===== src/rtl/imm_extend_pkg.sv =====
// Shared types and defaults for the decode-stage immediate extension unit.
package imm_extend_pkg;

  typedef enum logic [1:0] {
    IMM_SIGN   = 2'd0,
    IMM_ZERO   = 2'd1,
    IMM_UPPER  = 2'd2,
    IMM_BRANCH = 2'd3
  } imm_mode_t;

  typedef enum logic [1:0] {
    SK_EMPTY = 2'd0,
    SK_ONE   = 2'd1,
    SK_TWO   = 2'd2
  } skid_state_t;

  localparam int BR_SHIFT_DEFAULT = 2;

endpackage


===== src/rtl/imm_extend_core.sv =====
// Combinational immediate extension: sign, zero, upper (lui) and shifted branch offset.
module imm_extend_core
  import imm_extend_pkg::*;
#(
  parameter int IN_W     = 16,
  parameter int OUT_W    = 32,
  parameter int BR_SHIFT = BR_SHIFT_DEFAULT
) (
  input  logic [IN_W-1:0]  imm_i,
  input  imm_mode_t        mode_i,
  output logic [OUT_W-1:0] ext_o
);

  logic [OUT_W-1:0] sext;
  logic [OUT_W-1:0] zext;
  logic [OUT_W-1:0] upper;

  // Built by overlay rather than replication so IN_W == OUT_W stays legal.
  always_comb begin
    sext               = {OUT_W{imm_i[IN_W-1]}};
    sext[IN_W-1:0]     = imm_i;
    zext               = '0;
    zext[IN_W-1:0]     = imm_i;
    upper              = '0;
    upper[OUT_W-1 -: IN_W] = imm_i;
  end

  always_comb begin
    ext_o = sext;
    case (mode_i)
      IMM_SIGN:   ext_o = sext;
      IMM_ZERO:   ext_o = zext;
      IMM_UPPER:  ext_o = upper;
      IMM_BRANCH: ext_o = sext << BR_SHIFT;
      default:    ext_o = sext;
    endcase
  end

endmodule


===== src/rtl/imm_extend_pipe.sv =====
// Registered immediate extension stage with a 2-entry skid buffer and flush.
//   state    | meaning
//   SK_EMPTY | nothing buffered; in_ready=1, out_valid=0
//   SK_ONE   | main holds the output entry; in_ready=1, out_valid=1
//   SK_TWO   | main and skid both full; in_ready=0, out_valid=1
module imm_extend_pipe
  import imm_extend_pkg::*;
#(
  parameter int IN_W     = 16,
  parameter int OUT_W    = 32,
  parameter int TAG_W    = 5,
  parameter int BR_SHIFT = BR_SHIFT_DEFAULT
) (
  input  logic             clk,
  input  logic             rst_n,
  input  logic             flush,
  input  logic             in_valid,
  output logic             in_ready,
  input  logic [IN_W-1:0]  in_imm,
  input  imm_mode_t        in_mode,
  input  logic [TAG_W-1:0] in_tag,
  output logic             out_valid,
  input  logic             out_ready,
  output logic [OUT_W-1:0] out_imm,
  output logic [TAG_W-1:0] out_tag
);

  skid_state_t      state_q;
  logic             in_ready_q;
  logic             out_valid_q;
  logic [OUT_W-1:0] main_imm_q;
  logic [TAG_W-1:0] main_tag_q;
  logic [OUT_W-1:0] skid_imm_q;
  logic [TAG_W-1:0] skid_tag_q;
  logic [OUT_W-1:0] ext;
  logic             in_xfer;
  logic             out_xfer;

  imm_extend_core #(
    .IN_W    (IN_W),
    .OUT_W   (OUT_W),
    .BR_SHIFT(BR_SHIFT)
  ) u_core (
    .imm_i (in_imm),
    .mode_i(in_mode),
    .ext_o (ext)
  );

  assign in_xfer  = in_valid && in_ready_q;
  assign out_xfer = out_valid_q && out_ready;

  // Flush only resets control state; stale data is unreachable once out_valid drops.
  always_ff @(posedge clk or negedge rst_n) begin
    if (!rst_n) begin
      state_q     <= SK_EMPTY;
      in_ready_q  <= 1'b1;
      out_valid_q <= 1'b0;
      main_imm_q  <= '0;
      main_tag_q  <= '0;
      skid_imm_q  <= '0;
      skid_tag_q  <= '0;
    end else if (flush) begin
      state_q     <= SK_EMPTY;
      in_ready_q  <= 1'b1;
      out_valid_q <= 1'b0;
    end else begin
      case (state_q)
        SK_EMPTY: begin
          if (in_xfer) begin
            main_imm_q  <= ext;
            main_tag_q  <= in_tag;
            out_valid_q <= 1'b1;
            state_q     <= SK_ONE;
          end
        end
        SK_ONE: begin
          if (in_xfer && out_xfer) begin
            main_imm_q <= ext;
            main_tag_q <= in_tag;
          end else if (in_xfer) begin
            skid_imm_q <= ext;
            skid_tag_q <= in_tag;
            in_ready_q <= 1'b0;
            state_q    <= SK_TWO;
          end else if (out_xfer) begin
            out_valid_q <= 1'b0;
            state_q     <= SK_EMPTY;
          end
        end
        SK_TWO: begin
          if (out_xfer) begin
            main_imm_q <= skid_imm_q;
            main_tag_q <= skid_tag_q;
            in_ready_q <= 1'b1;
            state_q    <= SK_ONE;
          end
        end
        default: begin
          state_q     <= SK_EMPTY;
          in_ready_q  <= 1'b1;
          out_valid_q <= 1'b0;
        end
      endcase
    end
  end

  assign in_ready  = in_ready_q;
  assign out_valid = out_valid_q;
  assign out_imm   = main_imm_q;
  assign out_tag   = main_tag_q;

endmodule


===== config.mk =====
export PLATFORM = sky130hd
export DESIGN_NAME = imm_extend_pipe
export DESIGN_NICKNAME = d
export VERILOG_FILES = /design/src/rtl/imm_extend_pkg.sv /design/src/rtl/imm_extend_core.sv /design/src/rtl/imm_extend_pipe.sv
export SDC_FILE = /design/constraint.sdc
export NUM_CORES = 1
export LEC_CHECK = 0
export CAP_MARGIN = 20
export CORE_UTILIZATION = 53
export DETAILED_ROUTE_END_ITERATION = 10
export PLACE_DENSITY = 0.8
export SETUP_SLACK_MARGIN = 0.3
export SYNTH_ARGS = -nofsm -noshare
export SYNTH_HDL_FRONTEND = slang
export SYNTH_SLANG_ARGS = --single-unit

===== constraint.sdc =====
create_clock -name clk -period 2.4 [get_ports clk]
set_input_delay 0.24 -clock clk [delete_from_list [all_inputs] [get_ports clk]]
set_output_delay 0.24 -clock clk [all_outputs]
set_load 0.01 [all_outputs]

# Yosys cells after proc, flatten, opt, wreduce, memory -nomap -nowiden
# Cells that the tools add are included.
# Widths: inputs -> output; s select.
classes:
  reduce_logical: 11
  eq_ne: 17
  bitwise: 2
  mux: 27
ops:
  columns: ["cell", "n"]
  rows:
  - ["$pmux 32 s4", 1]
  - ["$mux 32", 3]
  - ["$pmux 32 s3", 1]
  - ["$ne 3x3->1 const B", 6]
  - ["$mux 5", 3]
  - ["$pmux 5 s3", 1]
  - ["$mux 2", 6]
  - ["$reduce_and 4->1", 3]
  - ["$ne 2x2->1 const B", 5]
  - ["$reduce_and 5->1", 2]
  - ["$mux 1", 9]
  - ["$eq 2x2->1 const B", 3]
  - ["$pmux 1 s3", 2]
  - ["$pmux 2 s3", 1]
  - ["$eq 2x1->1 const B", 2]
  - ["$logic_not 2->1", 2]
  - ["$ne 4x4->1 const B", 1]
  - ["$logic_and 1x1->1", 3]
  - ["$reduce_bool 3->1", 1]
  - ["$not 1->1", 2]
word_totals:
  word_cells: 64
  register_bits: 78
  inputBits: 28
  out_inout_bits: 39

# Depth between registers and ports, before layout
logic_depth:
  depth_word: 6
  depth_mapped: 7
  depth_no_buf: 4

# Hierarchy
# From an unflattened synthesis, not the netlist that was laid out.
unflattened:
  cells_unflattened: 333
  area_unflattened_um2: 4068.9
by_module_without_submodules:
  columns: ["mod", "cells_each", "n_inst", "area_each_um2"]
  rows:
  - ["imm_extend_pipe", 273, 1, 3557.2]
  - ["imm_extend_core", 60, 1, 511.7]

# Worst setup path before layout
# Ideal clock, no wire load.
synth_path:
  kind: "register -> register"
  start: "register in_ready_q, in the netlist in_ready"
  end: "register main_imm_q[10], in the netlist out_imm[10]"
  path_buffers: 1
  setup_ps: 125
  t_arrival_ps: 1657
  stages_incl_launch_ff: 6
  required_ps: 2275
  slack_ps: 618
  path_cell_list: "dfstp_2 -> and3b_1 -> nand2_1 -> a21oi_4 -> buf_6 -> mux2_4"
synth_between:
  elab_chain_cells: 4
synth_lines:
  columns: ["item", "line", "rtl"]
  rows:
  - ["start: declaration", "imm_extend_pipe.sv:29", "logic in_ready_q;"]
  - ["start signal: assignment", "imm_extend_pipe.sv:56", "in_ready_q <= 1'b1;"]
  - ["start signal: assignment", "imm_extend_pipe.sv:64", "in_ready_q <= 1'b1;"]
  - ["start signal: assignment", "imm_extend_pipe.sv:83", "in_ready_q <= 1'b0;"]
  - ["$logic_and 1x1->1 (*)", "imm_extend_pipe.sv:49", "assign in_xfer = in_valid && in_ready_q;"]
  - ["$logic_and 1x1->1", "imm_extend_pipe.sv:77", "if (in_xfer && out_xfer) begin"]
  - ["$ne 2x2->1 (no source line)", null, null]
  - ["$reduce_and 5->1 (no source line) (*)", null, null]
  - ["end signal: assignment", "imm_extend_pipe.sv:70", "main_imm_q <= ext;"]
  - ["end signal: assignment", "imm_extend_pipe.sv:78", "main_imm_q <= ext;"]
  - ["end signal: assignment", "imm_extend_pipe.sv:92", "main_imm_q <= skid_imm_q;"]
  - ["end: declaration", "imm_extend_pipe.sv:31", "logic [OUT_W-1:0] main_imm_q;"]
# Every way passes the cells marked *; elsewhere a longest branch is shown, timed or not.
# A chain may end at the register's enable or synchronous reset.

# Worst setup path after layout
layout_path:
  start: "register in_ready_q, in the netlist in_ready"
  end: "register skid_imm_q[19]"
layout_between:
  elab_chain_cells: 4
layout_lines:
  columns: ["item", "line", "rtl"]
  rows:
  - ["$logic_and 1x1->1 (*)", "imm_extend_pipe.sv:49", null]
  - ["$logic_and 1x1->1", "imm_extend_pipe.sv:77", null]
  - ["$not 1->1 (no source line)", null, null]
  - ["$reduce_and 4->1 (no source line) (*)", null, null]
  - ["end signal: assignment", "imm_extend_pipe.sv:81", "skid_imm_q <= ext;"]
  - ["end: declaration", "imm_extend_pipe.sv:33", "logic [OUT_W-1:0] skid_imm_q;"]
# Marks and branches as above.

==> run metrics <==
Post-Synthesis Cells=409; number of enable-type register cells in the synthesized netlist=0; grt ovf=0; GRT Total Usage=0.2316; PortBufs=66; Hold Buf Count CTS=0; number of global-route vias before repair=2843; FF+latch count, synth=78; type of the worst min-delay path=in -> async; flop-to-flop setup slack=480 ps; fill count=559; compound-cell area share of the yosys netlist=0.1373; cts repair resizes=0; r2r startpoint=in_ready; ANT nets after route=0; Detailed Route WL=8262 um; Final Skew=8.266 ps; Worst EP arrival=2150 ps; leakage power=2.086 nW; Clock Latency Late Sink=340 ps; DRT Pass-1 Iters=5; Slew HR=0.3572; Pwr Density=1040 nW/um^2; Slew Viols, Final=0; CP startpoint=in_ready; die area=7635 um^2; Cells after DPL=552; Final Hold Viols=0; area delta synth->final=23.41%; largest family of logic cells by synthesized area=simple AND/OR/NAND/NOR gates; initial drt markers=207; Register Area=1953 um^2; Post-Syn Area per Cell=9.447 um^2; Net count, final=495; final setup vio count=0; top cell type's share of synthesized area=0.4987; Crit. End Element=register; CTS tree=done; CP Launch Type=register; adder-cell area share of the yosys netlist=0; Clock Sinks=78; RSZ-0062 raised after global routing=false; simple-gate share of the synthesized area=0.1807; Reg-to-Reg End=skid_imm_q[19]; Die Wd=87.38 um; Starting Density=0.5594; # IOs=67; setup TNS=0 ps; top cells by area, synth=dfrtp_1, nand2_1, mux2_4; slew at the pin closest to its max-slew limit=964.2 ps; Syn Nets=437; initial antenna violation count=0; vias per cell=5.330; crit path time final=1923 ps; most common cell in the netlist=nand2_1; multiplexer share of the synthesized area=0.1176; share of cells above drive strength 1=0.1231; CTS buffer count=9; Multi-input gate area=1684 um^2; Avg WL per Cell=14.57 um; status=finished, final reports clean; postcts setup bufs=0; top_reg_cell synth=dfrtp_1; fin crit share=0.8013; sequential area share after synthesis=0.5055; DP Wirelength=5499 um; fin cells=567; GPL Wtd Cong=0.8509; largest fanout on the critical path=55; via count=3022; Reg2Reg Depth=5; peak supply drop=598.9 uV; H-tree depth=3; Critical Path RT=2630 ps; most common library cells after synthesis=nand2_1, dfrtp_1, a21oi_1, o21ai_0, nor2_1; maxcap violations=0; worst setup path class=reg -> reg; Worst-path clk slew=80 ps; core area=6907 um^2; die height=87.38 um; Rows=30; Yosys top cell by area=dfrtp_1; CTS root buffer=clkbuf_8; Cell Area, Synth=3864 um^2; Achievable Freq=520.0 MHz; largest net degree at the start of global routing=79; Worst Setup EP=skid_imm_q[19]; post-synthesis async set-or-reset flop share=1.000; Ant. Diodes=0; DR DRC count=0; Synth Area in XOR/XNOR=0; Longest Clk Path Bufs=2; Netlist cell types=36; YS warnings=0; first-pass GRT wire length=13680 um
## worst max-delay path, cell delays in order (launching register included)
cell      delay (ps)
dfstp_2          600
nand4b_1         180
or3_2            520
buf_12           210
nor3_1           230
nor2_1            60
## per-layer routing
metal  up-vias  wire length, um  GRT usage
met5         -                0          0
met2        94             3704     0.3317
met3        16              416    0.03602
li1       1484                -          -
met4         0              198     0.1192
met1      1428             3942     0.3393
## logic make-up (layout without fill, tap and decap cells)
kind of cell | after synthesis | count (layout)
AND/OR/NAND/NOR | 153 | 153
AO/OA/AOI/OAI | 95 | 95
flip-flops | 78 | 78
buffers and inverters | 46 | 108
multiplexers | 37 | 37
## cells in the final DEF, fill, tap and decap left out, drive strengths merged, types with 2 or more instances in the layout
cell type / instances
nor2: 22
buf: 11
nor2b: 13
nand3: 2
o22ai: 16
o21ai: 41
clkbuf: 11
a31oi: 2
clkdlybuf4s50: 65
nor3: 11
a21oi: 31
inv: 17
dfrtp: 77
nand2: 91
mux2i: 15
nand2b: 6
and2: 2
mux2: 22
clkinv: 2
## metrics by stage
stage	util	power, mW	instance area, um^2	worst slack, ps	hold slack [ps]
finish	0.6904	4.960	4768	476.9	58.69
global route	0.6904	5.269	4768	348.0	142.1
CTS	0.6904	4.995	4768	465.7	87.15
detailed placement	0.6630	4.024	4579	226.8	462.0
global placement	0.6630	3.940	4579	284.3	450.2
floorplan	-	3.164	3864	618.0	-55.59
## registers in the layout (all words and copies together) (netlist names)
name        flops
out_imm        32
skid_imm_q     32
out_tag         5
skid_tag_q      5
state_q         2
in_ready        1
out_valid       1
## worst min-delay path by stage
stage | slack (ps) | cells past startpoint | to
3_5_place_dp | 460 | 1 | out_imm[9]
3_3_place_gp | 450 | 2 | skid_imm_q[30]
6_report | 60 | 1 | out_imm[9]
5_1_grt | 140 | 1 | out_imm[9]
4_1_cts | 90 | 1 | out_imm[9]
2_1_floorplan | -60 | 0 | out_imm[0]
## report_power, final
part | switching (mW) | total [mW] | leakage, nW | internal [mW]
Combinational | 0.739 | 1.75 | 1.02 | 1.01
Clock | 0.466 | 0.966 | 0.0952 | 0.500
Sequential | 0.333 | 2.24 | 0.974 | 1.91
## layout make-up
class | instances | share of cell area
sequential | 78 | 0.4096
multi-input combinational | 285 | 0.3532
timing repair buffer | 76 | 0.1590
clock buffer | 11 | 0.02965
tap | 96 | 0.02519
inverter | 17 | 0.01338
clock inverter | 4 | 0.009971
(Power assumes the default switching activity.)
